==> src/rtl/floor_contact.sv <==
// Per-frame player/floor contact scanner: snapshots the player and five floor boxes on a
// frame tick, tests one floor per clock, and reports contact, landing height and a BCD score.
module floor_contact #(
    parameter int PLAYER_W = 16,
    parameter int PLAYER_H = 16,
    parameter int FLOOR_W  = 90,
    parameter int CONTACT  = 4
) (
    input  logic       Clk,
    input  logic       Reset,
    input  logic       frame_clk_i,
    input  logic [9:0] player_x_i,
    input  logic [9:0] player_y_i,
    input  logic [9:0] floor_x_i [0:4],
    input  logic [9:0] floor_y_i [0:4],
    output logic       busy_o,
    output logic       result_valid_o,
    output logic       on_floor_o,
    output logic [2:0] floor_idx_o,
    output logic [9:0] land_y_o,
    output logic [3:0] score1_o,
    output logic [3:0] score0_o
);

    typedef enum logic [1:0] {
        IDLE = 2'd0,
        SCAN = 2'd1,
        DONE = 2'd2
    } state_t;

    state_t     state_q;
    logic       frame_clk_q;
    logic [9:0] px_q, py_q;
    logic [9:0] fx_q [0:4];
    logic [9:0] fy_q [0:4];
    logic [2:0] idx_q;
    logic       hit_q;
    logic [2:0] hit_idx_q;
    logic [9:0] hit_land_q;
    logic       prev_on_q;
    logic [2:0] prev_idx_q;
    logic       busy_q, result_valid_q, on_floor_q;
    logic [2:0] floor_idx_q;
    logic [9:0] land_y_q;
    logic [3:0] score1_q, score0_q;
    logic [3:0] score1_d, score0_d;

    logic       rise;
    logic [9:0] cur_fx, cur_fy, cur_land;
    logic       floor_hit, landing;
    logic [10:0] bottom, right_edge, fx11, fy11;

    assign rise = frame_clk_i & ~frame_clk_q;

    // Select the floor under test and evaluate the box overlap in 11 bits so nothing wraps.
    always_comb begin
        cur_fx = 10'd0;
        cur_fy = 10'd0;
        case (idx_q)
            3'd0:    begin cur_fx = fx_q[0]; cur_fy = fy_q[0]; end
            3'd1:    begin cur_fx = fx_q[1]; cur_fy = fy_q[1]; end
            3'd2:    begin cur_fx = fx_q[2]; cur_fy = fy_q[2]; end
            3'd3:    begin cur_fx = fx_q[3]; cur_fy = fy_q[3]; end
            3'd4:    begin cur_fx = fx_q[4]; cur_fy = fy_q[4]; end
            default: begin cur_fx = 10'd0;   cur_fy = 10'd0;   end
        endcase
        bottom     = {1'b0, py_q} + 11'(PLAYER_H);
        right_edge = {1'b0, px_q} + 11'(PLAYER_W);
        fx11       = {1'b0, cur_fx};
        fy11       = {1'b0, cur_fy};
        floor_hit  = (fy11 <= bottom) && (bottom <= fy11 + 11'(CONTACT)) &&
                     (right_edge > fx11) && ({1'b0, px_q} < fx11 + 11'(FLOOR_W));
        cur_land   = cur_fy - 10'(PLAYER_H);
    end

    // Score advance: a landing is a hit on a floor other than the one already stood on.
    always_comb begin
        score1_d = score1_q;
        score0_d = score0_q;
        landing  = hit_q & (~prev_on_q | (hit_idx_q != prev_idx_q));
        if (landing && !((score1_q == 4'd9) && (score0_q == 4'd9))) begin
            if (score0_q == 4'd9) begin
                score0_d = 4'd0;
                score1_d = score1_q + 4'd1;
            end else begin
                score0_d = score0_q + 4'd1;
                score1_d = score1_q;
            end
        end else begin
            score1_d = score1_q;
            score0_d = score0_q;
        end
    end

    // Scan FSM with snapshot, first-hit capture and registered results.
    always_ff @(posedge Clk) begin
        if (Reset) begin
            state_q        <= IDLE;
            frame_clk_q    <= 1'b0;
            px_q           <= 10'd0;
            py_q           <= 10'd0;
            for (int i = 0; i < 5; i++) begin
                fx_q[i] <= 10'd0;
                fy_q[i] <= 10'd0;
            end
            idx_q          <= 3'd0;
            hit_q          <= 1'b0;
            hit_idx_q      <= 3'd0;
            hit_land_q     <= 10'd0;
            prev_on_q      <= 1'b0;
            prev_idx_q     <= 3'd0;
            busy_q         <= 1'b0;
            result_valid_q <= 1'b0;
            on_floor_q     <= 1'b0;
            floor_idx_q    <= 3'd0;
            land_y_q       <= 10'd0;
            score1_q       <= 4'd0;
            score0_q       <= 4'd0;
        end else begin
            frame_clk_q <= frame_clk_i;
            case (state_q)
                IDLE: begin
                    result_valid_q <= 1'b0;
                    if (rise) begin
                        px_q <= player_x_i;
                        py_q <= player_y_i;
                        for (int i = 0; i < 5; i++) begin
                            fx_q[i] <= floor_x_i[i];
                            fy_q[i] <= floor_y_i[i];
                        end
                        idx_q      <= 3'd0;
                        hit_q      <= 1'b0;
                        hit_idx_q  <= 3'd0;
                        hit_land_q <= 10'd0;
                        busy_q     <= 1'b1;
                        state_q    <= SCAN;
                    end
                end
                SCAN: begin
                    // Lowest index wins: once a hit is latched, later floors are ignored.
                    if (floor_hit && !hit_q) begin
                        hit_q      <= 1'b1;
                        hit_idx_q  <= idx_q;
                        hit_land_q <= cur_land;
                    end
                    if (idx_q == 3'd4) begin
                        state_q <= DONE;
                    end else begin
                        idx_q <= idx_q + 3'd1;
                    end
                end
                DONE: begin
                    on_floor_q     <= hit_q;
                    floor_idx_q    <= hit_q ? hit_idx_q : 3'd0;
                    land_y_q       <= hit_q ? hit_land_q : 10'd0;
                    score1_q       <= score1_d;
                    score0_q       <= score0_d;
                    prev_on_q      <= hit_q;
                    prev_idx_q     <= hit_q ? hit_idx_q : 3'd0;
                    result_valid_q <= 1'b1;
                    busy_q         <= 1'b0;
                    state_q        <= IDLE;
                end
                default: begin
                    busy_q  <= 1'b0;
                    state_q <= IDLE;
                end
            endcase
        end
    end

    assign busy_o         = busy_q;
    assign result_valid_o = result_valid_q;
    assign on_floor_o     = on_floor_q;
    assign floor_idx_o    = floor_idx_q;
    assign land_y_o       = land_y_q;
    assign score1_o       = score1_q;
    assign score0_o       = score0_q;

endmodule
==> config.mk <==
export PLATFORM = sky130hd
export DESIGN_NAME = floor_contact
export DESIGN_NICKNAME = d
export VERILOG_FILES = /design/src/rtl/floor_contact.sv
export SDC_FILE = /design/constraint.sdc
export NUM_CORES = 1
export LEC_CHECK = 0
export BUFFER_PORTS_ARGS = -buffer_cell sky130_fd_sc_hd__buf_2
export CAP_MARGIN = 20
export CORE_MARGIN = 2
export CORE_UTILIZATION = 45
export DETAILED_ROUTE_END_ITERATION = 16
export GPL_TIMING_DRIVEN = 0
export PLACE_DENSITY = 0.67
export REMOVE_ABC_BUFFERS = 1
export SLEW_MARGIN = 20
export SYNTH_ARGS = -nofsm -noshare
export SYNTH_HDL_FRONTEND = slang
export SYNTH_SLANG_ARGS = --single-unit
export TNS_END_PERCENT = 100
==> constraint.sdc <==
create_clock -name Clk -period 3.5 [get_ports Clk]
set_input_delay 0.35 -clock Clk [delete_from_list [all_inputs] [get_ports Clk]]
set_output_delay 0.35 -clock Clk [all_outputs]
set_load 0.02 [all_outputs]
==> out/metrics.sh <==
DIEHEIGHT_UM=139
SYNTH.LIB_CELLS_USED.DISTINCT=56
CHIPWIDTH_UM=139
POWER.CLOCK.FRACTION=0.375
GRT_PASS1_VIAS=6006
CRITPATHREQUIREDTIME_NS=3.85
GPL.FINAL_WEIGHTED_CONGESTION=0.833
DESIGN.DIE.AREA_UM2=19400
NUM-FILL-CELLS=1472
STARTPOINT_TYPE_OF_THE_WORST_SETUP_PATH='register'
WORSTPATHARRIVAL_NS=4.16
POST_DP_CELL_AREA_UM2=9240
GRT_SETUP_UNREPAIRED='true'
SYNTH_MUX_AREA_FRAC=0.0226
TIMING.FMAX_GHz=0.262
SYNTH_COMPOUND_GATE_AREA_SHARE=0.123
NUMBER_OF_ANTENNA_VIOLATIONS_AT_THE_FIRST_CHECK_IN_GLOBAL_ROUTING=4
INITIALDRTVIOLATIONCOUNT=452
CRITICAL-PATH-SLOWEST-CELL='sky130_fd_sc_hd__dfxtp_4'
POST-ROUTE-PERIOD-UTIL=1.09
FINALHOLDVIOLCOUNT=0
TIMING.MAX_CAP.VIOLATIONS=0
GRT_USE_TOTAL=0.206
TIMING.CRITICAL_PATH.SLOWEST_CELL_DELAY_NS=0.37
WORSTSETUPENDPOINTTYPE='register'
CLK_TRANSITION_REPORTED_PATHS_NS=0.07
IR_DROP_V=0.000370
VIAS=6457
FINAL-SEQ-AREA_UM2=4300
AVGROUTEDWIREPERCELL_UM=16.7
DETAILEDROUTE.FIRSTPASSITERATIONCOUNT=5
SYNTH_TO_FINAL_AREA_CHANGE_PCT=30.6
FLOORPLAN.INITIALDENSITY=0.459
MULTI_INPUT_AREA_UM2=4000
FINAL_CELLS=1224
SYNTH_XOR_XNOR_AREA_SHARE=0.0350
CTS_NUM_SINKS=164
GLOBALROUTEOVERFLOWTOTAL=0
CTS.HOLD.BUFFERS_ADDED=0
DRV_SLEW=0
POST-DP-HPWL_MM=12.2
SYNTH-WARNING-COUNT=0
FIN_TOTAL_PWR_mW=4.92
CRITICAL_PATH.MAX_FANOUT=10
FRACTION_OF_LAYOUT_CELLS_WITH_A_SIZE_SUFFIX_ABOVE_1=0.321
CRITICAL-PATH-TOP-CELL-BY-COUNT='sky130_fd_sc_hd__buf_8'
P_SEQ_FRAC=0.452
GRT_PASS1_WL_MM=31.2
HOLDCRITPATHCLASS='in -> reg'
GRT_START_MAX_NET_PINS=56
RELATIVE_SLEW_SLACK=0.265
FINAL-SETUP-VIOL-COUNT=14
CRIT_TYPE='reg -> reg'
SYNTHESIS.INSTANCES=781
LEAKAGE_nW=4.40
SYNTHESIS.AREA_UM2=8250
CORE-AREA_UM2=18000
SYNTH-EDFF-COUNT=100
DOMINANT_COMBINATIONAL_CELL_FAMILY_BY_AREA_AFTER_SYNTHESIS='simple AND/OR/NAND/NOR gates'
FINAL_AREA_UM2=10800
SHORTEST_CLOCK_PERIOD_THE_WORST_PATH_ALLOWS_AFTER_LAYOUT_NS=3.81
ADDER_CELL_SHARE_OF_THE_SYNTHESIZED_AREA=0.0773
CTS_HTREE_LEVELS=4
LAYOUT.CELLS.MOST_COMMON='sky130_fd_sc_hd__buf_2'
SYNTH_SIMPLE_GATE_AREA_SHARE=0.186
WORST_SLEW_PIN_SLEW_NS=1.10
HIGHEST_COUNT_CELLS_IN_THE_LAYOUT_IGNORING_FILL_AND_TAPS='sky130_fd_sc_hd__buf_2, sky130_fd_sc_hd__and2_1, sky130_fd_sc_hd__edfxtp_1'
PART_OF_THE_YOSYS_AREA_USED_FOR_SEQUENTIAL_ELEMENTS=0.519
CTS_TREE='yes'
DETAIL_ROUTE.DRC_VIOLATIONS=0
INTERNAL-POWER_mW=3.64
POSTSYNTHREGISTERBITS=164
DRT-TOTAL-WL_MM=20.5
FINAL_CRITICAL_PATH_SETUP_SLACK_NS=-0.310
CELLPOWERDENSITY_nW_PER_UM2=457
CTSROOTBUFFERMASTER='sky130_fd_sc_hd__clkbuf_16'
VIOLATED_CHECKS='setup timing'
SYN-MEAN-INSTANCE-AREA_UM2=10.6
ANTENNA_LEFT=0
FLOORPLAN.ROWS=49
STATUS='finished, violations left'
RELATIVE_CONTRIBUTION_OF_COMBINATIONAL_CELLS_TO_TOTAL_POWER=0.173
CP_CELL_SEQUENCE='buf_16, clkinvlp_4, ha_4, buf_12, buf_8, a32oi_2, o21ai_4, nand2_1, nor2_2, nand3_1, xor2_1, ha_1, nand4_1, nor3_2, nand4b_1, o21ai_2, a31oi_4, a2111oi_4, buf_4, buf_8, mux2i_2'
NUMPORTBUFFERS=146
FINCLKSKEW_NS=0.0102
SYNTH-ASYNC-RESET-RATIO=0
VIASPERCELL=5.28
SWITCHING_POWER_mW=1.28
IO_PINS=147
FIN_NETS=1153
PLACE.DETAILED.INSTANCES=1122
CLOCKBUFFERDEPTH=2
SWITCHING_SHARE=0.260
CLOCK_LATENCY_NS=0.43
YS_DOMINANT_REG_CELL='sky130_fd_sc_hd__edfxtp_1'
CTS_BUFFERS=17
-- what timing repair did --
action,in CTS,in global routing
setup buffers,50,18
pin swaps,23,25
setup endpoints to repair,14,14
gates resized for setup,51,42
gates cloned,1,0
-- power groups by stage --
| stage | clock network, mW | logic, mW | registers, mW |
|---|---|---|---|
| floorplan | 0 | 0.423 | 2.25 |
| global placement | 0 | 0.620 | 2.26 |
| detailed placement | 0 | 0.647 | 2.26 |
| CTS | 1.87 | 0.760 | 2.22 |
| global route | 1.95 | 0.935 | 2.23 |
| finish | 1.85 | 0.853 | 2.22 |
-- flip-flops by register name (all words and copies together) (netlist names), 4 cells and up --
signal      count
py_q           10
hit_land_q     10
fy_q           50
fx_q           50
score1_o        4
score0_o        4
px_q           10
land_y_o       10
-- final timing paths --
kind / endpoint / startpoint / cells after the start / slack [ns]
max: hit_idx_q[1] / idx_q[2] / 21 / -0.31
min: py_q[6] / player_y_i[6] / 3 / 0.16
max reg2reg: hit_idx_q[1] / idx_q[2] / 21 / -0.31
min reg2reg: land_y_o[3] / land_y_o[3] / 2 / 0.45
-- Yosys cell counts (3+ instances only) --
master | n | area (µm²)
sky130_fd_sc_hd__xnor2_1 | 24 | 210
sky130_fd_sc_hd__a221oi_1 | 3 | 26.3
sky130_fd_sc_hd__mux2i_1 | 13 | 130
sky130_fd_sc_hd__a211oi_1 | 8 | 60.1
sky130_fd_sc_hd__nor2b_1 | 3 | 18.8
sky130_fd_sc_hd__nor3_1 | 7 | 35.0
sky130_fd_sc_hd__a22oi_1 | 15 | 113
sky130_fd_sc_hd__dfxtp_1 | 64 | 1280
sky130_fd_sc_hd__edfxtp_1 | 100 | 3000
sky130_fd_sc_hd__nand2_1 | 97 | 364
sky130_fd_sc_hd__nand3_1 | 25 | 125
sky130_fd_sc_hd__nand2b_1 | 9 | 56.3
sky130_fd_sc_hd__clkbuf_1 | 29 | 109
sky130_fd_sc_hd__inv_1 | 28 | 105
sky130_fd_sc_hd__ha_1 | 51 | 638
sky130_fd_sc_hd__o21ai_0 | 14 | 70.1
sky130_fd_sc_hd__a21oi_1 | 47 | 235
sky130_fd_sc_hd__nand4_1 | 7 | 43.8
sky130_fd_sc_hd__a32oi_1 | 4 | 35.0
sky130_fd_sc_hd__buf_6 | 3 | 33.8
sky130_fd_sc_hd__and2_1 | 102 | 638
sky130_fd_sc_hd__nor2_1 | 34 | 128
sky130_fd_sc_hd__a222oi_1 | 16 | 160
sky130_fd_sc_hd__mux2_2 | 4 | 45.0
sky130_fd_sc_hd__buf_2 | 6 | 30.0
sky130_fd_sc_hd__a21o_1 | 3 | 22.5
sky130_fd_sc_hd__o211ai_1 | 3 | 22.5
sky130_fd_sc_hd__xor2_1 | 9 | 78.8
sky130_fd_sc_hd__o21a_1 | 8 | 60.1
sky130_fd_sc_hd__o21ai_1 | 8 | 40.0
-- layout make-up --
class | instances | area share
Tap cell | 229 | 0.0266
Clock buffer | 19 | 0.0402
Antenna cell | 3 | 0.000697
Multi-Input combinational cell | 547 | 0.371
Inverter | 28 | 0.0110
Timing Repair Buffer | 221 | 0.138
Sequential cell | 164 | 0.399
Clock inverter | 13 | 0.0135
-- critical path: cells and delay by family, from the launching register on --
family          cells  cell delay, ns
simple gates        6            0.87
mux                 1            0.20
fa+ha+maj           2            0.55
flops               1            0.37
buf+inv             6            0.89
compound gates      5            0.65
xor+xnor            1            0.18
-- routing by layer --
layer,global-route usage,vias to the layer above,share of wire
li1,-,3195,-
met1,0.284,3026,0.45
met2,0.321,203,0.47
met3,0.0454,31,0.060
met4,0.0744,2,0.026
met5,0,-,0.00034
-- metrics by stage --
step / setup WS, ns / utilization / TNS, ns / hold WS, ns
after floorplan: -1.74 / - / -202.12 / 0.419
after detailed placement: -1.77 / 0.514 / -22.92 / 0.443
after global placement: -4.67 / 0.505 / -681.26 / 0.437
final: -0.310 / 0.600 / -3.74 / 0.156
after CTS: -0.225 / 0.581 / -2.40 / 0.144
after global routing: -0.488 / 0.600 / -6.13 / 0.151
-- logic make-up (layout without fill, tap and decap cells) --
group           Yosys count  after routing
flops                   164            164
fa+ha+maj                51             51
simple gates            299            299
mux                      18             18
buf+inv                  70            281
other cells               0              3
xor+xnor                 33             33
compound gates          146            146
Power figures use the tool's default switching activity.
